**src/rtl/stopwatch_pkg.sv**
```systemverilog
// Shared definitions for the stopwatch sequencer: FSM state encoding and
// default sizing of the counter value and the lap buffer.
package stopwatch_pkg;

    typedef enum logic [1:0] {
        IDLE   = 2'd0,
        RUN    = 2'd1,
        PAUSED = 2'd2,
        REVIEW = 2'd3
    } state_t;

    localparam int unsigned DEF_WIDTH = 16;
    localparam int unsigned DEF_DEPTH = 4;
    localparam int unsigned DEF_IDXW  = 2;

endpackage

```
**src/rtl/lap_mem.sv**
```systemverilog
// Lap snapshot register file: synchronous write, asynchronous read, no reset.
module lap_mem
    import stopwatch_pkg::*;
#(
    parameter int unsigned WIDTH = DEF_WIDTH,
    parameter int unsigned DEPTH = DEF_DEPTH,
    parameter int unsigned IDXW  = DEF_IDXW
) (
    input  logic             clk,
    input  logic             we,
    input  logic [IDXW-1:0]  waddr,
    input  logic [WIDTH-1:0] wdata,
    input  logic [IDXW-1:0]  raddr,
    output logic [WIDTH-1:0] rdata
);

    logic [WIDTH-1:0] r_mem [DEPTH];

    always_ff @(posedge clk) begin
        if (we) begin
            r_mem[waddr] <= wdata;
        end
    end

    assign rdata = r_mem[raddr];

endmodule

```
**src/rtl/lap_ctl.sv**
```systemverilog
// Stopwatch sequencer: start/stop/clear control of the counter, lap capture
// into lap_mem, and selection of live count or stored lap for the display.
module lap_ctl
    import stopwatch_pkg::*;
#(
    parameter int unsigned WIDTH = DEF_WIDTH,
    parameter int unsigned DEPTH = DEF_DEPTH,
    parameter int unsigned IDXW  = DEF_IDXW
) (
    input  logic             clk,
    input  logic             reset,
    input  logic             trig,
    input  logic             split,
    input  logic             review,
    input  logic [WIDTH-1:0] cnt_value,
    output logic             init_regs,
    output logic             count_enabled,
    output logic [WIDTH-1:0] disp_value,
    output logic [IDXW:0]    lap_count,
    output logic [IDXW-1:0]  lap_idx,
    output logic             lap_full,
    output logic             lap_ovf
);

    localparam logic [IDXW:0]   LAP_MAX = (IDXW+1)'(DEPTH);
    localparam logic [IDXW:0]   CNT_ONE = (IDXW+1)'(1);
    localparam logic [IDXW-1:0] IDX_ONE = IDXW'(1);

    state_t           r_state;
    logic             r_init_regs;
    logic             r_count_enabled;
    logic [WIDTH-1:0] r_disp_value;
    logic [IDXW:0]    r_lap_count;
    logic [IDXW-1:0]  r_lap_idx;
    logic             r_lap_ovf;

    logic             w_trig;
    logic             w_split;
    logic             w_review;
    logic             w_full;
    logic             w_last;
    logic             w_we;
    logic             w_to_review;
    logic [IDXW-1:0]  w_raddr;
    logic [WIDTH-1:0] w_rdata;

    // Only the highest-priority pulse of a coincident set acts.
    assign w_trig   = trig;
    assign w_split  = split & ~trig;
    assign w_review = review & ~trig & ~split;

    assign w_full = (r_lap_count == LAP_MAX);
    assign w_last = ({1'b0, r_lap_idx} == (r_lap_count - CNT_ONE));
    assign w_we   = (r_state == RUN) && w_split && !w_full;

    // Read address is the index REVIEW will hold after this edge, so the lap
    // lands on the display on the same edge that enters or advances REVIEW.
    always_comb begin
        w_raddr     = r_lap_idx;
        w_to_review = 1'b0;
        case (r_state)
            PAUSED: begin
                if (w_review && (r_lap_count != '0)) begin
                    w_raddr     = '0;
                    w_to_review = 1'b1;
                end
            end
            REVIEW: begin
                if (!w_trig && !w_split) begin
                    w_to_review = 1'b1;
                    if (w_review) begin
                        w_raddr = w_last ? '0 : (r_lap_idx + IDX_ONE);
                    end
                end
            end
            default: ;
        endcase
    end

    lap_mem #(
        .WIDTH(WIDTH),
        .DEPTH(DEPTH),
        .IDXW (IDXW)
    ) u_lap_mem (
        .clk  (clk),
        .we   (w_we),
        .waddr(r_lap_count[IDXW-1:0]),
        .wdata(cnt_value),
        .raddr(w_raddr),
        .rdata(w_rdata)
    );

    always_ff @(posedge clk) begin
        if (reset) begin
            r_state         <= IDLE;
            r_init_regs     <= 1'b1;
            r_count_enabled <= 1'b0;
            r_disp_value    <= '0;
            r_lap_count     <= '0;
            r_lap_idx       <= '0;
            r_lap_ovf       <= 1'b0;
        end else begin
            r_disp_value <= w_to_review ? w_rdata : cnt_value;
            case (r_state)
                IDLE: begin
                    if (w_trig) begin
                        r_state         <= RUN;
                        r_init_regs     <= 1'b0;
                        r_count_enabled <= 1'b1;
                    end
                end
                RUN: begin
                    if (w_trig) begin
                        r_state         <= PAUSED;
                        r_count_enabled <= 1'b0;
                    end else if (w_split) begin
                        if (w_full) begin
                            r_lap_ovf <= 1'b1;
                        end else begin
                            r_lap_count <= r_lap_count + CNT_ONE;
                        end
                    end
                end
                PAUSED: begin
                    if (w_trig) begin
                        r_state         <= RUN;
                        r_count_enabled <= 1'b1;
                    end else if (w_split) begin
                        r_state     <= IDLE;
                        r_init_regs <= 1'b1;
                        r_lap_count <= '0;
                        r_lap_idx   <= '0;
                        r_lap_ovf   <= 1'b0;
                    end else if (w_review && (r_lap_count != '0)) begin
                        r_state   <= REVIEW;
                        r_lap_idx <= '0;
                    end
                end
                REVIEW: begin
                    if (w_trig) begin
                        r_state   <= PAUSED;
                        r_lap_idx <= '0;
                    end else if (w_split) begin
                        r_state     <= IDLE;
                        r_init_regs <= 1'b1;
                        r_lap_count <= '0;
                        r_lap_idx   <= '0;
                        r_lap_ovf   <= 1'b0;
                    end else if (w_review) begin
                        r_lap_idx <= w_raddr;
                    end
                end
                default: r_state <= IDLE;
            endcase
        end
    end

    assign init_regs     = r_init_regs;
    assign count_enabled = r_count_enabled;
    assign disp_value    = r_disp_value;
    assign lap_count     = r_lap_count;
    assign lap_idx       = r_lap_idx;
    assign lap_full      = w_full;
    assign lap_ovf       = r_lap_ovf;

endmodule

```
**config.mk**
```make
export PLATFORM = sky130hd
export DESIGN_NAME = lap_ctl
export DESIGN_NICKNAME = d
export VERILOG_FILES = /design/src/rtl/stopwatch_pkg.sv /design/src/rtl/lap_mem.sv /design/src/rtl/lap_ctl.sv
export SDC_FILE = /design/constraint.sdc
export NUM_CORES = 1
export LEC_CHECK = 0
export ABC_AREA = 0
export ABC_CLOCK_PERIOD_IN_PS = 5900
export CORE_ASPECT_RATIO = 1.25
export CORE_UTILIZATION = 55
export CTS_CLUSTER_DIAMETER = 120
export DETAILED_ROUTE_END_ITERATION = 6
export PLACE_DENSITY = 0.78
export SYNTH_ARGS = -nofsm -noshare
export SYNTH_HDL_FRONTEND = slang
export SYNTH_SLANG_ARGS = --single-unit
```
**constraint.sdc**
```tcl
create_clock -name clk -period 5.9 [get_ports clk]
set_input_delay 1.18 -clock clk [delete_from_list [all_inputs] [get_ports clk]]
set_output_delay 1.18 -clock clk [all_outputs]
set_load 0.005 [all_outputs]
```
Word level (Yosys, flattened, before mapping)
Memories as Yosys holds them, arrays and structs flattened.
Index checks and enable logic that the tools add are counted.
{ "word_totals": {"mem_count": 1, "in_bits": 21, "regBits": 26, "output_inout_bits": 25, "word_cells": 98, "ram_bits": 64} }
{ "op_classes": {"n_eq_ne": 18, "n_bitwise": 5, "n_reduce_logical": 21, "n_addsub": 3, "mux": 43} }
{ "memory_table": {"columns": ["name", "depth", "width", "rd", "rd_clocked_by_memory_dff", "wr", "line_no", "rtl"], "rows": [
  ["u_lap_mem.r_mem", 4, 16, 1, 0, 1, "lap_mem.sv:17", "logic [WIDTH-1:0] r_mem [DEPTH];"]
]} }
{ "op_table": {"columns": ["cell", "n"], "rows": [
  ["two-way mux 2 bit", 16],
  ["two-way mux 16 bit", 1],
  ["!= test 2 bit (second input constant)", 8],
  ["two-way mux 3 bit", 5],
  ["two-way mux 1 bit", 13],
  ["AND reduction 6 bit", 2],
  ["!= test 4 bit (second input constant)", 2],
  ["one-hot mux 1 bit (2 select lines)", 4],
  ["one-hot mux 2 bit (2 select lines)", 2],
  ["one-hot mux 2 bit (4 select lines)", 1],
  ["AND reduction 4 bit", 2],
  ["nonzero test 2 bit", 4],
  ["one-hot mux 3 bit (2 select lines)", 1],
  ["AND reduction 3 bit", 2],
  ["== test 2 bit (second input constant)", 2],
  ["logical AND 1 bit", 4],
  ["!= test 2 x 1 -> 1 bit (second input constant)", 2],
  ["OR reduction 2 bit", 2],
  ["adder 3 x 1 -> 3 bit (second input constant)", 1],
  ["AND 1 bit", 3],
  ["== test 2 x 3 -> 1 bit", 1],
  ["== test 3 bit (second input constant)", 1],
  ["zero test 1 bit", 3],
  ["!= test 3 bit (second input constant)", 1],
  ["other kinds (6)", 7]
]} }

Depth between registers and ports, before layout
Gate-level depths: netlist of run 1.
{ "logic_depth": {"ltp_word": 10, "ltp_mapped": 9, "mapped_depth_nobuf": 7} }

Modules after synthesis
Synthesis of run 1 repeated with hierarchy kept, for this count alone.
{ "hier_totals": {"cells_unflattened": 233, "area_unflattened_um2": 3577.2} }
{ "modules_own_cells": {"columns": ["module", "area_per_inst_um2", "cells_each", "seq_area_each_um2", "instances"], "rows": [
  ["lap_mem", 2377.3, 88, 1921.8, 1],
  ["lap_ctl", 1199.9, 145, 520.5, 1]
]} }

Worst setup path after synthesis of run 1
OpenSTA, ideal clock, no wires.
{ "synth_timing": {"path_type": "input to register", "from": "input port trig", "to": "memory u_lap_mem.r_mem[0][0] (netlist bit), enable pin", "path_stages": 5, "slack_ns": 3.153, "setup_ns": 0.374, "arrival_ns": 2.374, "required_time_ns": 5.526, "n_path_buf": 1, "path_cell_list": "buf_2 -> nor2b_1 -> nand3_1 -> nor2_1 -> and2_1"} }
{ "synth_via": {"elab_chain_len": 6} }
{ "synth_rtl": {"columns": ["item", "line_no", "rtl"], "rows": [
  ["from (decl)", "lap_ctl.sv:12", "input logic trig,"],
  ["NOT 1 bit", "lap_ctl.sv:49", "assign w_split = split & ~trig;"],
  ["AND 1 bit", "lap_ctl.sv:49", null],
  ["logical AND 1 bit (2 in series)", "lap_ctl.sv:54", "assign w_we = (r_state == RUN) && w_split && !w_full;"],
  ["two-way mux 1 bit", "lap_mem.sv:20", "if (we) begin"],
  ["two-way mux 1 bit (not written as such)", "lap_mem.sv:21", "r_mem[waddr] <= wdata;"],
  ["to (decl)", "lap_mem.sv:17", null]
]} }
No other way between the ends.

Final worst setup path of run 1
{ "layout_timing": {"from": "input port trig", "to": "register r_disp_value[11], in the netlist disp_value[11]"} }
{ "layout_via": {"elab_chain_len": 8, "word_cells_on_any_way": 17, "cone_classes": "mux: 8; bitwise: 4; reduce/logical: 4; memory: 1"} }
{ "layout_rtl": {"columns": ["item", "line_no", "rtl"], "rows": [
  ["NOT 1 bit", "lap_ctl.sv:49, lap_ctl.sv:50", null],
  ["AND 1 bit, on equally long branches", "lap_ctl.sv:50, lap_ctl.sv:49", null],
  ["AND 1 bit / zero test 1 bit (equally long branches)", "lap_ctl.sv:50, lap_ctl.sv:69", null],
  ["two-way mux 2 bit (tied with other cells)", "lap_ctl.sv:71", "if (w_review) begin"],
  ["two-way mux 2 bit, on equally long branches", null, null],
  ["one-hot mux 2 bit (2 select lines)", "lap_ctl.sv:61", "case (r_state)"],
  ["memory (4 x 16 bit)", null, null],
  ["two-way mux 16 bit (*)", "lap_ctl.sv:103", "r_disp_value <= w_to_review ? w_rdata : cnt_value;"],
  ["to (signal assigned)", "lap_ctl.sv:103", null],
  ["to (decl)", "lap_ctl.sv:32", "logic [WIDTH-1:0] r_disp_value;"]
]} }
Every way passes the cells marked *; elsewhere a longest branch is shown, timed or not.
A chain may end at the register's enable or synchronous reset.

==> metrics.txt, run 1 <==
DRC viols 0; DP Wirelength 3680 um; number of max-slew violations in the final report 0; Core Area 6206 um2; hold buffer count at cts 0; hold crit path type flip-flop to flip-flop; leakage power 1.368 nW; clock buffer depth 2; Sink Count 90; metal3 WL 262 um; Chip Height 91.62 um; fraction of layout cells with a size suffix above 1 7.774%; largest net degree at the start of global routing 18; VDD IR max 162.1 uV; met1 wire length 2593 um; CTS Buf Count 9; area of the multi-input gates 984.7 um2; period utilisation layout 57.89%; DR vias 1960; CP required 6.10 ns; port bufs 45; Starting Density 56.94%; Avg Cell Area, Syn 15.10 um2; Area Overhead vs Synth 18.48%; vias in the first global route 1981; Seq. cell area 2442 um2; Highest Signal Layer met4; first-pass GRT wire length 9522 um; global route total overflow 0; CP startpoint trig; CP arrival 3.61 ns; sequential power share 61.3%; postcts setup bufs 0; number of synthesized register bits 90; Yosys cell types 38; RSZ-0062 raised after global routing no; Initial DRT Pass Iterations 4; Via-to-Cell Ratio 5.326; antenna violations before repair 0; Root Driver clkbuf_8; status completed; Clk pin slew, worst setup/hold paths 0.09 ns; # resized after CTS 0; post-route ant nets 0; H-tree levels 3; pwr dens 269.9 nW/um2; Max Cap Viol 0; Final Skew 0.009094 ns; max-slew headroom at the worst pin 40.64%; CTS tree done; Total Wirelength 5906 um; GRT Overall Usage 19.66%; Antenna diodes 0; Ys Warns 0; most frequent cells in the layout edfxtp_1 (64), clkdlybuf4s50_1 (45), mux2i_1 (35); most common cell after layout, fill and taps aside edfxtp_1; filler instances 448; wire length on met2 2969 um; CP max FO 17; final setup fails 0; sequential area share after synthesis 69.12%; Worst-Margin Slew 0.8904 ns; r2r startpoint lap_count[0]$_SDFFE_PP0P_; DR iter-0 viols 211; Post-Route Utilization 67.46%; Comb power frac 5.7%; Syn Nets 260; IO Pins 46; Sw Ratio 22.26%; Final min period 3.415 ns; crit end category flip-flop; fin nets 304; Gate Count Post-Synth 234; Fmax 292.8 MHz; WS Path Type primary input to flip-flop; P_int 0.8785 mW; GPL Wtd Cong 0.7320; Die Width 73.69 um; Netlist Area Pre-Place 3533 um2; Die Footprint 6751 um2; HP Start lap_ovf$_SDFFE_PP0P_; wire per inst 16.05 um; Final Hold Fails 0; num rows 32; clock latency on the worst-skew pair 0.36 ns; Fin Setup TNS 0 ns; P_sw 0.2516 mW; startpoint class of the critical path primary input; clock group share of total power 33.0%
sequential cells by signal (all words and copies together), names as in the netlist:
register / cells
lap_idx: 2
init_regs: 1
disp_value: 16
lap_count: 3
u_lap_mem.r_mem: 64
r_state: 2
lap_ovf: 1
count_enabled: 1
power groups by stage:
stage	Clock, mW	Combinational (mW)	Sequential [mW]
6_report	0.373	0.0641	0.693
5_1_grt	0.407	0.0707	0.695
4_1_cts	0.381	0.0651	0.693
3_5_place_dp	0	0.0648	0.708
3_3_place_gp	0	0.0633	0.708
2_1_floorplan	0	0.0261	0.707
final cells by class:
type | count | area share, %
sequential | 90 | 58.34
inverter | 5 | 0.4483
clock inverter | 7 | 1.255
clock buffer | 9 | 2.959
multi-input combinational | 126 | 23.52
timing repair buffer | 46 | 10.94
tap | 85 | 2.540
logic make-up (layout without fill, tap and decap cells):
logic type / count (synthesis) / in the layout / share of synthesized area [%]
buffers and inverters: 18 / 67 / 3.010
xor gates and xnor gates: 5 / 5 / 1.452
adders and majority gates: 5 / 5 / 1.771
DFF: 90 / 90 / 69.12
muxes: 35 / 35 / 9.915
and+or+nand+nor: 46 / 46 / 6.232
AOI/OAI and AO/OA: 35 / 35 / 8.499
metal layers:
metal  global-route usage, %  vias up
li1                        -      967
met1                   25.02      931
met2                   31.12       56
met3                   5.495        6
met4                   8.654        0
met5                       0        -
worst paths after layout:
kind / endpoint / slack [ns] / cells past startpoint
max: disp_value[11]$_SDFF_PP0_ / 2.48 / 7
min: lap_ovf$_SDFFE_PP0P_ / 0.48 / 2
max reg2reg: disp_value[11]$_SDFF_PP0_ / 3.09 / 8
min reg2reg: lap_ovf$_SDFFE_PP0P_ / 0.48 / 2
critical path, cell delays in order:
cell and delay (ns):
clkdlybuf4s50_1 0.53, and4bb_1 0.39, o211ai_2 0.14, o2bb2ai_4 0.57, buf_4 0.41, mux2i_1 0.25
o221ai_1 0.13
cell usage after synthesis, drive strengths merged:
cell	n	area, um2
mux2i	35	350.3
nand3b	1	7.510
and4bb	1	12.51
nand4	1	6.260
edfxtp	64	1922
xor2	3	33.79
buf	10	76.32
a21o	1	7.510
nor2b	1	6.260
a21oi	6	30.03
xnor2	2	17.52
nand3	1	5.000
clkbuf	3	11.26
nand2	20	75.07
o311a	1	10.01
dfxtp	26	520.5
inv	5	18.77
o211ai	1	12.51
o21ai	3	15.01
nand2b	4	25.02
o21ba	1	10.01
nor3b	2	15.01
o311ai	1	8.760
a31oi	1	6.260
o21bai	1	7.510
and2	4	25.02
nor2	10	37.54
o41ai	1	16.27
o221ai	16	140.1
ha	5	62.56
o2bb2ai	1	27.53
o22a	1	8.760
nor3	1	5.000
through the flow:
stage	instance area (um2)	power (mW)	setup slack (ns)	std cells	hold WS, ns
floorplan	3533	0.7327	3.153	234	0.4601
global placement	4010	0.7710	2.215	352	0.4547
detailed placement	4010	0.7727	2.100	352	0.4670
CTS	4187	1.139	2.481	368	0.4858
global route	4187	1.172	2.307	368	0.5194
finish	4187	1.130	2.485	368	0.4806
Power figures use the tool's default switching activity.
==> run 2: changes to the inputs <==
--- a/config.mk
+++ b/config.mk
@@ -6,12 +6,12 @@
 export NUM_CORES = 1
 export LEC_CHECK = 0
 export ABC_AREA = 0
-export ABC_CLOCK_PERIOD_IN_PS = 5900
+export ABC_CLOCK_PERIOD_IN_PS = 3000
 export CORE_ASPECT_RATIO = 1.25
-export CORE_UTILIZATION = 55
+export CORE_UTILIZATION = 49
 export CTS_CLUSTER_DIAMETER = 120
 export DETAILED_ROUTE_END_ITERATION = 6
-export PLACE_DENSITY = 0.78
+export PLACE_DENSITY = 0.73
 export SYNTH_ARGS = -nofsm -noshare
 export SYNTH_HDL_FRONTEND = slang
 export SYNTH_SLANG_ARGS = --single-unit
==> constraint.sdc (replaced) <==
create_clock -name clk -period 3 [get_ports clk]
set_input_delay 0.6 -clock clk [delete_from_list [all_inputs] [get_ports clk]]
set_output_delay 0.6 -clock clk [all_outputs]
set_load 0.005 [all_outputs]
==> metrics.txt, run 2 (synthesis results as in run 1) <==
status completed; Finished Layout Cells 380 (+3.3%); most common cell after layout, fill and taps aside edfxtp_1; hold crit path type flip-flop to flip-flop; P_int 1.815 mW (+110%); period utilisation layout 83.77%; Core Area 6977 um2 (+12%); CTS Buf Count 9 (unchanged); filler instances 540 (+21%); antenna violations before repair 0 (unchanged); startpoint class of the critical path flip-flop; wire per inst 16.56 um (+3.2%); crit end category output pin; Initial DRT Pass Iterations 4 (unchanged); fin nets 311 (+2.3%); clock buffer depth 2 (unchanged); max-slew headroom at the worst pin 67.95% (+27 points); Root Driver clkbuf_8; Area Overhead vs Synth 22.59%; Sw Ratio 21.42% (-0.84 points); largest net degree at the start of global routing 33 (+15); VDD IR max 234.8 uV (+45%); IO Pins 46 (unchanged); Placed Cells incl. Taps 364 (+3.4%); sequential power share 59.1% (-2.2 points); post-route ant nets 0 (unchanged); GPL Wtd Cong 0.7755 (+5.9%); fraction of layout cells with a size suffix above 1 10.00% (+2.2 points); clock latency on the worst-skew pair 0.36 ns (about the same); first-pass GRT wire length 10140 um (+6.4%); WS Path Type flip-flop to output pin; hold buffer count at cts 0 (unchanged); global route total overflow 0 (unchanged); GRT Overall Usage 18.21% (-1.4 points); final setup fails 0 (unchanged); DR iter-0 viols 88 (-58%); DP Wirelength 3789 um (+3.0%); Starting Density 50.65% (-6.3 points); Worst-Margin Slew 0.4747 ns (-0.4158 ns); Largest register FFs 64 (unchanged); number of max-slew violations in the final report 0 (unchanged); Die Width 77.95 um (+5.8%); vias in the first global route 2004 (+1.2%); Via-to-Cell Ratio 5.350 (+0.45%); CP required 2.40 ns (-3.70 ns); Clk pin slew, worst setup/hold paths 0.08 ns (about the same); crit-path cells inv_1 > ha_1 > nand2_1 > inv_1 > clkdlybuf4s50_1; Final Skew 0.01136 ns (+0.002268 ns); CP arrival 1.91 ns (-1.70 ns); Antenna diodes 0 (unchanged); leakage power 1.423 nW (+4.0%); num rows 34 (+6.3%); worst hold stages 2 (unchanged); RSZ-0062 raised after global routing no; CTS tree done; most frequent CP cell inv_1; H-tree levels 3 (unchanged); DRC viols 0 (unchanged); Max Cap Viol 0 (unchanged); Fin Setup TNS 0 ns (unchanged); P_sw 0.4947 mW (+97%); worst r2r path cells 8 (unchanged); port bufs 45 (unchanged); Chip Height 96.94 um (+5.8%); clock group share of total power 35.3% (+2.3 points); most frequent cells in the layout edfxtp_1 (64), clkdlybuf4s50_1 (45), mux2i_1 (35); slowest CP cell dfxtp_1; Biggest register u_lap_mem.r_mem; Final min period 2.513 ns; Sink Count 90 (unchanged); Final Hold Fails 0 (unchanged); DR vias 2033 (+3.7%); Max stage delay on crit path 0.48 ns (-0.09 ns); Fmax 397.9 MHz; CP max FO 6 (-11); Die Footprint 7556 um2 (+12%); postcts setup bufs 0 (unchanged); pwr dens 533.1 nW/um2 (+97%); Comb power frac 5.7% (about the same); Total Wirelength 6293 um (+6.6%); # resized after CTS 0 (unchanged)
## run 2: metal layers
layer  up-vias  wire, um  GRT usage, %
met5         -         0             0
met1       983      2663         21.59
li1        989         -             -
met3        10       227         3.962
met2        51      3286         31.04
met4         0       116         8.974
## run 2: power by group through the flow
stage	clock (mW)	sequential [mW]	combinational, mW
after detailed placement	0	1.39	0.132
final	0.814	1.36	0.131
after CTS	0.841	1.36	0.133
after global placement	0	1.39	0.129
after global routing	0.888	1.37	0.144
after floorplan	0	1.39	0.0514
## run 2: through the flow
step / utilization [%] / total power, mW / hold WS [ns] / setup WS, ns / instance area (um2)
2_1_floorplan: - / 1.441 / 0.4601 / 0.8326 / 3533
3_3_place_gp: 59.22 / 1.521 / 0.4606 / 0.4557 / 4131
3_5_place_dp: 59.22 / 1.525 / 0.4613 / 0.3786 / 4131
4_1_cts: 62.09 / 2.339 / 0.4853 / 0.4399 / 4332
5_1_grt: 62.09 / 2.399 / 0.5102 / 0.3408 / 4332
6_report: 62.09 / 2.309 / 0.4831 / 0.4869 / 4332
## run 2: worst max-delay path: cells and delay by family, from the launching register on
kind	cells	cell delay (ns)
buffers and inverters	3	0.69
and+or+nand+nor	1	0.12
adders and majority gates	1	0.27
DFF	1	0.48
## run 2: final timing paths
path                                           startpoint                  endpoint  slack (ns)
worst max-delay path            lap_count[0]$_SDFFE_PP0P_                  lap_full        0.49
worst max register to register  lap_count[0]$_SDFFE_PP0P_  disp_value[5]$_SDFF_PP0_        0.65
worst min register to register       lap_ovf$_SDFFE_PP0P_      lap_ovf$_SDFFE_PP0P_        0.48
worst min-delay path                 lap_ovf$_SDFFE_PP0P_      lap_ovf$_SDFFE_PP0P_        0.48
## run 2: cell type report
type / instances / area (um2) / share of cell area, %
Sequential cell: 90 / 2442 / 56.38
Multi-Input combinational cell: 126 / 984.7 / 22.73
Timing Repair Buffer: 53 / 573.1 / 13.23
Clock buffer: 9 / 123.9 / 2.860
Tap cell: 90 / 112.6 / 2.600
Clock inverter: 7 / 76.32 / 1.762
Inverter: 5 / 18.77 / 0.4333
==> run 3: changes to the inputs <==
--- a/config.mk
+++ b/config.mk
@@ -6,12 +6,12 @@
 export NUM_CORES = 1
 export LEC_CHECK = 0
 export ABC_AREA = 0
-export ABC_CLOCK_PERIOD_IN_PS = 3000
+export ABC_CLOCK_PERIOD_IN_PS = 2400
 export CORE_ASPECT_RATIO = 1.25
-export CORE_UTILIZATION = 49
+export CORE_UTILIZATION = 54
 export CTS_CLUSTER_DIAMETER = 120
 export DETAILED_ROUTE_END_ITERATION = 6
-export PLACE_DENSITY = 0.73
+export PLACE_DENSITY = 0.76
 export SYNTH_ARGS = -nofsm -noshare
 export SYNTH_HDL_FRONTEND = slang
 export SYNTH_SLANG_ARGS = --single-unit
==> constraint.sdc (replaced) <==
create_clock -name clk -period 2.4 [get_ports clk]
set_input_delay 0.48 -clock clk [delete_from_list [all_inputs] [get_ports clk]]
set_output_delay 0.48 -clock clk [all_outputs]
set_load 0.005 [all_outputs]
==> metrics.txt, run 3 (synthesis results as in run 1) <==
status completed; CTS tree done; GRT Overall Usage 19.96% (+1.7 points); wire per inst 16.03 um (-3.2%); Starting Density 56.57% (+5.9 points); CP max FO 5 (-1); Largest register FFs 64 (unchanged); port bufs 45 (unchanged); Chip Height 92.44 um (-4.6%); DRC viols 0 (unchanged); Worst-Margin Slew 0.4391 ns (-0.03554 ns); P_sw 0.5802 mW (+17%); fin nets 320 (+2.9%); Antenna diodes 0 (unchanged); vias in the first global route 2086 (+4.1%); RSZ-0062 raised after global routing no; Core Area 6246 um2 (-10%); hold buffer count at cts 0 (unchanged); Finished Layout Cells 384 (+1.1%); Placed Cells incl. Taps 368 (+1.1%); Total Wirelength 6155 um (-2.2%); post-route ant nets 0 (unchanged); CTS Buf Count 9 (unchanged); CP required 1.92 ns (-0.48 ns); DR vias 2080 (+2.3%); clock latency on the worst-skew pair 0.34 ns (-0.02 ns); most common cell after layout, fill and taps aside edfxtp_1; period utilisation layout 92.54%; P_int 2.268 mW (+25%); postcts setup bufs 0 (unchanged); leakage power 1.479 nW (+3.9%); fraction of layout cells with a size suffix above 1 12.04% (+2.0 points); Die Footprint 6873 um2 (-9.0%); Final Cell Area 4403 um2 (+1.6%); Sink Count 90 (unchanged); Final Hold Fails 0 (unchanged); Biggest register u_lap_mem.r_mem; GPL Wtd Cong 0.8141 (+5.0%); IO Pins 46 (unchanged); Area Overhead vs Synth 24.61%; area of the multi-input gates 984.7 um2 (unchanged); Seq. cell area 2442 um2 (unchanged); hold crit path type flip-flop to flip-flop; Fin Setup TNS 0 ns (unchanged); largest net degree at the start of global routing 21 (-36%); Comb power frac 6.1% (+0.4 points); Final min period 2.221 ns; Fmax 450.3 MHz; Initial DRT Pass Iterations 4 (unchanged); H-tree levels 3 (unchanged); VDD IR max 418.5 uV (+78%); Sw Ratio 20.37% (-1.0 points); num rows 32 (-5.9%); crit end category output pin; Root Driver clkbuf_8; Max Cap Viol 0 (unchanged); sequential power share 59.8% (+0.7 points); pwr dens 646.8 nW/um2 (+21%); clock buffer depth 2 (unchanged); Post-DP Area 4218 um2 (+2.1%); Pwr Total 2.848 mW (+23%); Die Width 74.35 um (-4.6%); DR iter-0 viols 198 (+130%); most frequent cells in the layout edfxtp_1 (64), clkdlybuf4s50_1 (45), mux2i_1 (35); Final Skew 0.009288 ns (-0.002074 ns); max-slew headroom at the worst pin 70.35% (+2.4 points); DP Wirelength 4125 um (+8.9%); startpoint class of the critical path flip-flop; CP arrival 1.74 ns (-0.17 ns); first-pass GRT wire length 10020 um (-1.2%); filler instances 454 (-16%); antenna violations before repair 0 (unchanged); number of max-slew violations in the final report 0 (unchanged); WS Path Type flip-flop to output pin; # resized after CTS 0 (unchanged); Via-to-Cell Ratio 5.417 (+1.2%); global route total overflow 0 (unchanged); final setup fails 0 (unchanged); Clk pin slew, worst setup/hold paths 0.08 ns (about the same); clock group share of total power 34.2% (-1.1 points)
## run 3: cell types whose count changed in the layout (fill, tap and decap cells not counted)
cell / delta
buf_4: +7
buf_12: +2
clkbuf_1: +2
clkinv_2: +2
clkinvlp_4: -2
clkinv_4: -1
inv_6: -1
## run 3: critical path, stage by stage, from the launching register on
cell and delay [ns]:
dfxtp_1 0.32, inv_1 0.15, ha_1 0.23, nand2_1 0.11
inv_1 0.10, clkdlybuf4s50_1 0.50
## run 3: path summary, 6_finish.rpt
path | cells after the start | endpoint | start | slack (ns)
setup / recovery | 5 | lap_full | lap_count[0]$_SDFFE_PP0P_ | 0.18
hold / removal | 2 | lap_ovf$_SDFFE_PP0P_ | lap_ovf$_SDFFE_PP0P_ | 0.47
setup reg to reg | 8 | disp_value[5]$_SDFF_PP0_ | lap_count[0]$_SDFFE_PP0P_ | 0.30
hold reg to reg | 2 | lap_ovf$_SDFFE_PP0P_ | lap_ovf$_SDFFE_PP0P_ | 0.47
## run 3: layer usage
metal,up-vias,global-route usage [%],share of wire [%]
li1,998,-,-
met1,1017,25.48,41
met2,55,33.56,53
met3,10,3.917,4.6
met4,0,6.918,1.2
met5,-,0,0
## run 3: power groups by stage
stage	Combinational (mW)	Clock (mW)	Sequential, mW
floorplan	0.0643	0	1.74
global placement	0.170	0	1.74
detailed placement	0.174	0	1.74
CTS	0.175	0.994	1.70
global route	0.191	1.06	1.71
finish	0.172	0.973	1.70
## run 3: layout make-up
class / instances / share of cell area (%)
inverters: 5 / 0.4263
flip-flops and latches: 90 / 55.47
clock buffers: 11 / 2.984
clock inverters: 5 / 1.222
repair buffers: 62 / 15.12
multi-input cells: 126 / 22.36
well taps: 85 / 2.415
## run 3: per-stage QoR
stage	setup slack [ns]	util, %	hold slack (ns)
3_5_place_dp	0.04969	67.53	0.4609
2_1_floorplan	0.3078	-	0.4601
5_1_grt	0.009237	70.49	0.5300
3_3_place_gp	0.09636	67.53	0.4509
6_report	0.1791	70.49	0.4746
4_1_cts	0.1373	70.49	0.4815
